--- config.mk ---
export PLATFORM = sky130hd
export DESIGN_NAME = riscv_parcel_queue
export DESIGN_NICKNAME = d
export VERILOG_FILES = /design/src/rtl/riscv_parcel_queue.sv
export SDC_FILE = /design/constraint.sdc
export NUM_CORES = 1
export LEC_CHECK = 0
export CORE_UTILIZATION = 54
export CTS_CLUSTER_SIZE = 8
export DETAILED_ROUTE_END_ITERATION = 16
export GPL_TIMING_DRIVEN = 0
export PLACE_DENSITY = 0.77
export SKIP_LAST_GASP = 1
export SLEW_MARGIN = 20
export SYNTH_ARGS = -nofsm -noshare
export SYNTH_HDL_FRONTEND = slang
export SYNTH_SLANG_ARGS = --single-unit
--- constraint.sdc ---
create_clock -name clk_i -period 10.8 [get_ports clk_i]
set_input_delay 2.16 -clock clk_i [delete_from_list [all_inputs] [get_ports clk_i]]
set_output_delay 2.16 -clock clk_i [all_outputs]
set_load 0.05 [all_outputs]
--- src/rtl/riscv_parcel_queue.sv ---
// Instruction-fetch parcel queue: packs valid parcels of each fetched word into a circular
// buffer and presents the two oldest parcels to decode, which pops 0..2 per cycle.
module riscv_parcel_queue #(
  parameter int unsigned XLEN        = 32,
  parameter int unsigned PARCEL_SIZE = 16,
  parameter int unsigned DEPTH       = 8,
  localparam int unsigned PARCELS    = XLEN / PARCEL_SIZE,
  localparam int unsigned CntW       = $clog2(DEPTH + 1)
) (
  input  logic                     clk_i,
  input  logic                     rst_i,
  input  logic                     flush_i,
  input  logic [XLEN-1:0]          parcel_pc_i,
  input  logic [XLEN-1:0]          parcel_i,
  input  logic [PARCELS-1:0]       parcel_valid_i,
  input  logic                     parcel_error_i,
  input  logic                     parcel_misaligned_i,
  input  logic                     parcel_pagefault_i,
  output logic                     almost_full_o,
  output logic                     empty_o,
  output logic [CntW-1:0]          count_o,
  output logic                     overflow_o,
  output logic [2*PARCEL_SIZE-1:0] q_parcel_o,
  output logic [1:0]               q_valid_o,
  output logic [XLEN-1:0]          q_pc_o,
  output logic [1:0]               q_error_o,
  output logic [1:0]               q_misaligned_o,
  output logic [1:0]               q_pagefault_o,
  input  logic [1:0]               pop_i
);

  localparam int unsigned PtrW = $clog2(DEPTH);
  localparam int unsigned OffW = $clog2(XLEN / 8);

  // Storage is deliberately left unreset; outputs are masked by slot validity instead.
  logic [PARCEL_SIZE-1:0] mem_parcel [DEPTH];
  logic [XLEN-1:0]        mem_pc     [DEPTH];
  logic [2:0]             mem_attr   [DEPTH];

  logic [PtrW-1:0] rd_ptr_q, rd_ptr_d, wr_ptr_q, wr_ptr_d;
  logic [CntW-1:0] count_q, count_d;
  logic            overflow_q, overflow_d;

  logic [CntW-1:0]        n_wr, n_rd;
  logic [1:0]             pop_cl;
  logic                   wr_fits, wr_en;
  int                     first;
  logic [XLEN-1:0]        pc_base;
  logic                   wr_sel  [PARCELS];
  logic [PtrW-1:0]        wr_idx  [PARCELS];
  logic [PARCEL_SIZE-1:0] wr_data [PARCELS];
  logic [XLEN-1:0]        wr_pc   [PARCELS];

  logic unused_pc_low;
  assign unused_pc_low = ^parcel_pc_i[OffW-1:0];
  assign pc_base = {parcel_pc_i[XLEN-1:OffW], OffW'(0)};

  // Pack the contiguous valid run starting at the lowest set bit into consecutive entries.
  always_comb begin
    n_wr  = '0;
    first = 0;
    for (int i = PARCELS - 1; i >= 0; i--) begin
      if (parcel_valid_i[i]) first = i;
    end
    for (int i = 0; i < PARCELS; i++) begin
      n_wr = n_wr + CntW'(parcel_valid_i[i]);
    end
    for (int i = 0; i < PARCELS; i++) begin
      wr_sel[i]  = 1'b0;
      wr_idx[i]  = wr_ptr_q + PtrW'(i);
      wr_data[i] = '0;
      wr_pc[i]   = '0;
      if (i < int'(n_wr) && (first + i) < int'(PARCELS)) begin
        wr_sel[i]  = 1'b1;
        wr_data[i] = parcel_i[(first + i) * PARCEL_SIZE +: PARCEL_SIZE];
        wr_pc[i]   = pc_base + XLEN'((first + i) * (PARCEL_SIZE / 8));
      end
    end
  end

  always_comb begin
    pop_cl     = (pop_i == 2'd3) ? 2'd2 : pop_i;
    n_rd       = (CntW'(pop_cl) > count_q) ? count_q : CntW'(pop_cl);
    // Space released by this cycle's pop is available to this cycle's write.
    wr_fits    = int'(n_wr) <= (int'(DEPTH) - int'(count_q) + int'(n_rd));
    wr_en      = (n_wr != '0) && wr_fits;
    rd_ptr_d   = rd_ptr_q + PtrW'(n_rd);
    wr_ptr_d   = wr_en ? (wr_ptr_q + PtrW'(n_wr)) : wr_ptr_q;
    count_d    = count_q - n_rd + (wr_en ? n_wr : '0);
    overflow_d = overflow_q | ((n_wr != '0) && !wr_fits);
    if (flush_i) begin
      rd_ptr_d   = '0;
      wr_ptr_d   = '0;
      count_d    = '0;
      overflow_d = 1'b0;
    end
  end

  always_ff @(posedge clk_i) begin
    if (rst_i) begin
      rd_ptr_q   <= '0;
      wr_ptr_q   <= '0;
      count_q    <= '0;
      overflow_q <= 1'b0;
    end else begin
      rd_ptr_q   <= rd_ptr_d;
      wr_ptr_q   <= wr_ptr_d;
      count_q    <= count_d;
      overflow_q <= overflow_d;
    end
  end

  always_ff @(posedge clk_i) begin
    if (!rst_i && !flush_i && wr_en) begin
      for (int i = 0; i < PARCELS; i++) begin
        if (wr_sel[i]) begin
          mem_parcel[wr_idx[i]] <= wr_data[i];
          mem_pc[wr_idx[i]]     <= wr_pc[i];
          mem_attr[wr_idx[i]]   <= {parcel_pagefault_i, parcel_misaligned_i, parcel_error_i};
        end
      end
    end
  end

  logic [PtrW-1:0] rd_idx1;
  logic [2:0]      attr0, attr1;

  always_comb begin
    rd_idx1        = rd_ptr_q + PtrW'(1);
    q_valid_o      = {count_q >= CntW'(2), count_q >= CntW'(1)};
    q_parcel_o     = '0;
    q_pc_o         = '0;
    attr0          = '0;
    attr1          = '0;
    if (q_valid_o[0]) begin
      q_parcel_o[PARCEL_SIZE-1:0] = mem_parcel[rd_ptr_q];
      q_pc_o                      = mem_pc[rd_ptr_q];
      attr0                       = mem_attr[rd_ptr_q];
    end
    if (q_valid_o[1]) begin
      q_parcel_o[2*PARCEL_SIZE-1:PARCEL_SIZE] = mem_parcel[rd_idx1];
      attr1                                   = mem_attr[rd_idx1];
    end
    q_error_o      = {attr1[0], attr0[0]};
    q_misaligned_o = {attr1[1], attr0[1]};
    q_pagefault_o  = {attr1[2], attr0[2]};
  end

  assign count_o       = count_q;
  assign empty_o       = (count_q == '0);
  assign almost_full_o = (CntW'(DEPTH) - count_q) < CntW'(PARCELS);
  assign overflow_o    = overflow_q;

endmodule

==> run summary <==
Core Region: 0.04213 mm^2
Relative slew margins: 0.2241
Hold WS: 0.5342 ns
DRT iter0 DRCs: 1495
Pre-Repair DR Iteration Count: 5
CP top delay family: buffers and inverters
Stages on worst setup path: 21
Drt drc: 0
CTS tree: yes
Metal-1 WL: 25.29 mm
Post-synth top area cell: edfxtp_1
Most frequent cells after synthesis: mux2i_1 (420), edfxtp_1 (400), mux4_2 (138), nand2_1 (100), nor2_1 (72)
Buffers inserted by post-CTS timing repair: 0
Root buffer cell: clkbuf_16
Most common cell on crit path: buf_2
Nets@finish: 1959
FF-to-FF path depth: 20
DRT antenna net count: 0
Skew final: 0.02558 ns
P_leak: 11.43 nW
Final Cell Area: 0.02752 mm^2
Post-synthesis async set-or-reset flop share: 0
Met2 WL: 31.47 mm
Total congestion overflow: 0
Final Critical Period: 7.788 ns
CP cell instances: clkdlybuf4s50_1 -> clkbuf_1 -> ha_1 -> nor2b_1 -> o211ai_1 -> mux2i_1 -> ha_1 -> inv_1 -> fa_1 -> ha_1 -> nor2b_1 -> o22ai_1 -> a21oi_1 -> o31ai_2 -> buf_6 -> nand2_1 -> o41ai_2 -> buf_2 -> buf_2 -> buf_2 -> buf_2
Max Fclk: 128.4 MHz
Mapped cell area: 0.02315 mm^2
Gate Count Post-Synth: 1577
GRT Util Overall: 0.3002
Crit path max-delay cell type: o41ai_2
RSZ-0062 raised after global routing: false
Maximum VDD drop: 0.0001659 V
Yosys warns: 0
Die Y: 209.1 um
Top cell type's share of synthesized area: 0.5188
Final Hold Fails: 0
Crit path kind: primary input to flop
RR Endpoint: mem_parcel[5][7]
CP Max Fanout: 10
Crit end category: flop
Status: complete, no violations
Hold-fix buffers at CTS: 0
Most numerous cell in the Yosys netlist: mux2i_1
Ratio of cells with drive above 1 in the final layout: 0.1969
Max layer used: met4
IO Pins: 153
Synth Register Bits: 411
Port bufs: 149
Sequential fraction of the synthesis area: 0.5283
Vias in the first global route: 15780
Largest net degree at the start of global routing: 15
Worst-margin pin slew: 1.164 ns
Max-cap violation count: 0
Final worst slack: 3.012 ns
Max Root-Sink Buffers: 3
Clock slew at reported path FFs: 0.05 ns
WL/cell: 26.92 um
Met3 wire length: 5.758 mm
Hold crit path type: flop to flop
Placed Area: 0.02599 mm^2
Bufs and invs on worst path: 8
Worst EP arrival: 8.09 ns
Hpwl dp: 44.78 mm
Worst Setup EP: mem_parcel[5][7]
Initial antenna violation count: 0
Final Cycle Share: 0.7211
Routability Congestion: 0.8284
Clk Latency, worst-skew pair: 0.61 ns
Area Overhead vs Synth: 18.86%
Die X: 209.1 um
Post-CTS Resized: 0
CP Launch Point: pop_i[1]
Total number of vias: 15260
Max-slew violations: 0
Layout fillers: 2989
Final Setup Violations: 0
Register-to-register setup slack: 4.49 ns
Setup WS pre-CTS: 2.442 ns
Die ar.: 0.04370 mm^2
Final Non-Filler Cells: 2404
# clock sinks: 411
Drt total wl: 64.71 mm
Worst r2r src: count_o[1]
Main area contributors after synthesis: edfxtp_1 (52%), mux2i_1 (18%), mux4_2 (13%), nand2_1 (1.6%), ha_1 (1.5%)
Critical path data required time: 11.10 ns
CTS Buf Count: 57
Mapped Nets: 1683
Prevailing post-synth register cell: edfxtp_1
Average cell area after synthesis: 14.68 um^2
Via density: 6.346
CP Launch Type: primary input
Largest stage delay, worst path: 0.87 ns
Placed cells: 2333
H-tree depth: 2
P per Cell Area: 210.4 mW/mm^2
First-pass GRT wire length: 96.97 mm
Site Rows: 75
EDFF count, synth: 400
Initial Util: 0.5495
Tot Pwr: 5.789 mW
Synth cell types: 55
layer usage:
layer  GRT usage  up-vias
li1            -     6601
met2      0.4907      813
met4      0.1123        0
met5           0        -
met1      0.3977     7680
met3     0.06162      162
power by group:
group	switching, mW	leakage [nW]	internal, mW
Clock	0.641	0.737	0.946
Combinational	1.49	6.97	0.814
Sequential	0.0377	3.73	1.86
Total	2.17	11.4	3.62
logic make-up (layout without fill, tap and decap cells):
family,after synthesis,count (layout),synth area share
fa+ha+maj,32,32,0.01892
other cells,1,2,0.0001620
buf+inv,175,462,0.03816
xor+xnor,35,35,0.01324
flops,411,411,0.5283
mux,574,574,0.3236
compound gates,53,53,0.01486
simple gates,296,296,0.06269
cells in the final DEF (no fill, tap or decap), types with 5 or more instances in the layout:
cell,n
nand2_1,100
dfxtp_1,11
clkbuf_1,47
and2_1,6
buf_2,46
edfxtp_1,400
nor2_1,72
clkbuf_16,58
xor2_1,10
clkbuf_2,5
ha_1,27
nor2b_1,6
buf_6,17
xnor2_1,23
inv_1,22
buf_8,17
mux2_2,14
nand4_1,11
nand3_1,11
mux2i_1,420
mux4_2,138
fa_1,5
buf_4,33
nor3_1,7
buf_1,64
and3_1,5
nand2b_1,43
clkdlybuf4s50_1,149
a21oi_1,24
or2_2,17
area by class of cell:
cell class,instances,area [um^2],share of cell area
diodes,1,2.502,0.00009094
plain buffers,153,807.0,0.02933
clock buffers,68,1489,0.05411
clock inverters,2,21.27,0.0007730
inverters,22,82.58,0.003001
multi-input cells,991,10140,0.3685
flip-flops and latches,411,12230,0.4445
well taps,539,674.4,0.02451
repair buffers,217,2068,0.07516
per-stage QoR:
step	util	setup TNS, ns
final	0.6531	0
after floorplan	-	-3.963
after global routing	0.6530	0
after CTS	0.6527	0
after global placement	0.6009	-2057.88
after detailed placement	0.6168	0
worst min-delay path by stage:
stage / to / slack (ns) / start / cells after the start
global placement: overflow_o / 0.53 / overflow_o / 1
detailed placement: overflow_o / 0.53 / overflow_o / 1
floorplan: wr_ptr_q[0] / 0.50 / wr_ptr_q[0] / 2
CTS: overflow_o / 0.54 / overflow_o / 1
global route: overflow_o / 0.53 / overflow_o / 1
finish: overflow_o / 0.53 / overflow_o / 1
state kept, by name (all words and copies together) (netlist names):
name	cells
rd_ptr_q	3
mem_attr	24
mem_pc	248
count_o	4
mem_parcel	128
wr_ptr_q	3
overflow_o	1
(Power assumes the default switching activity.)
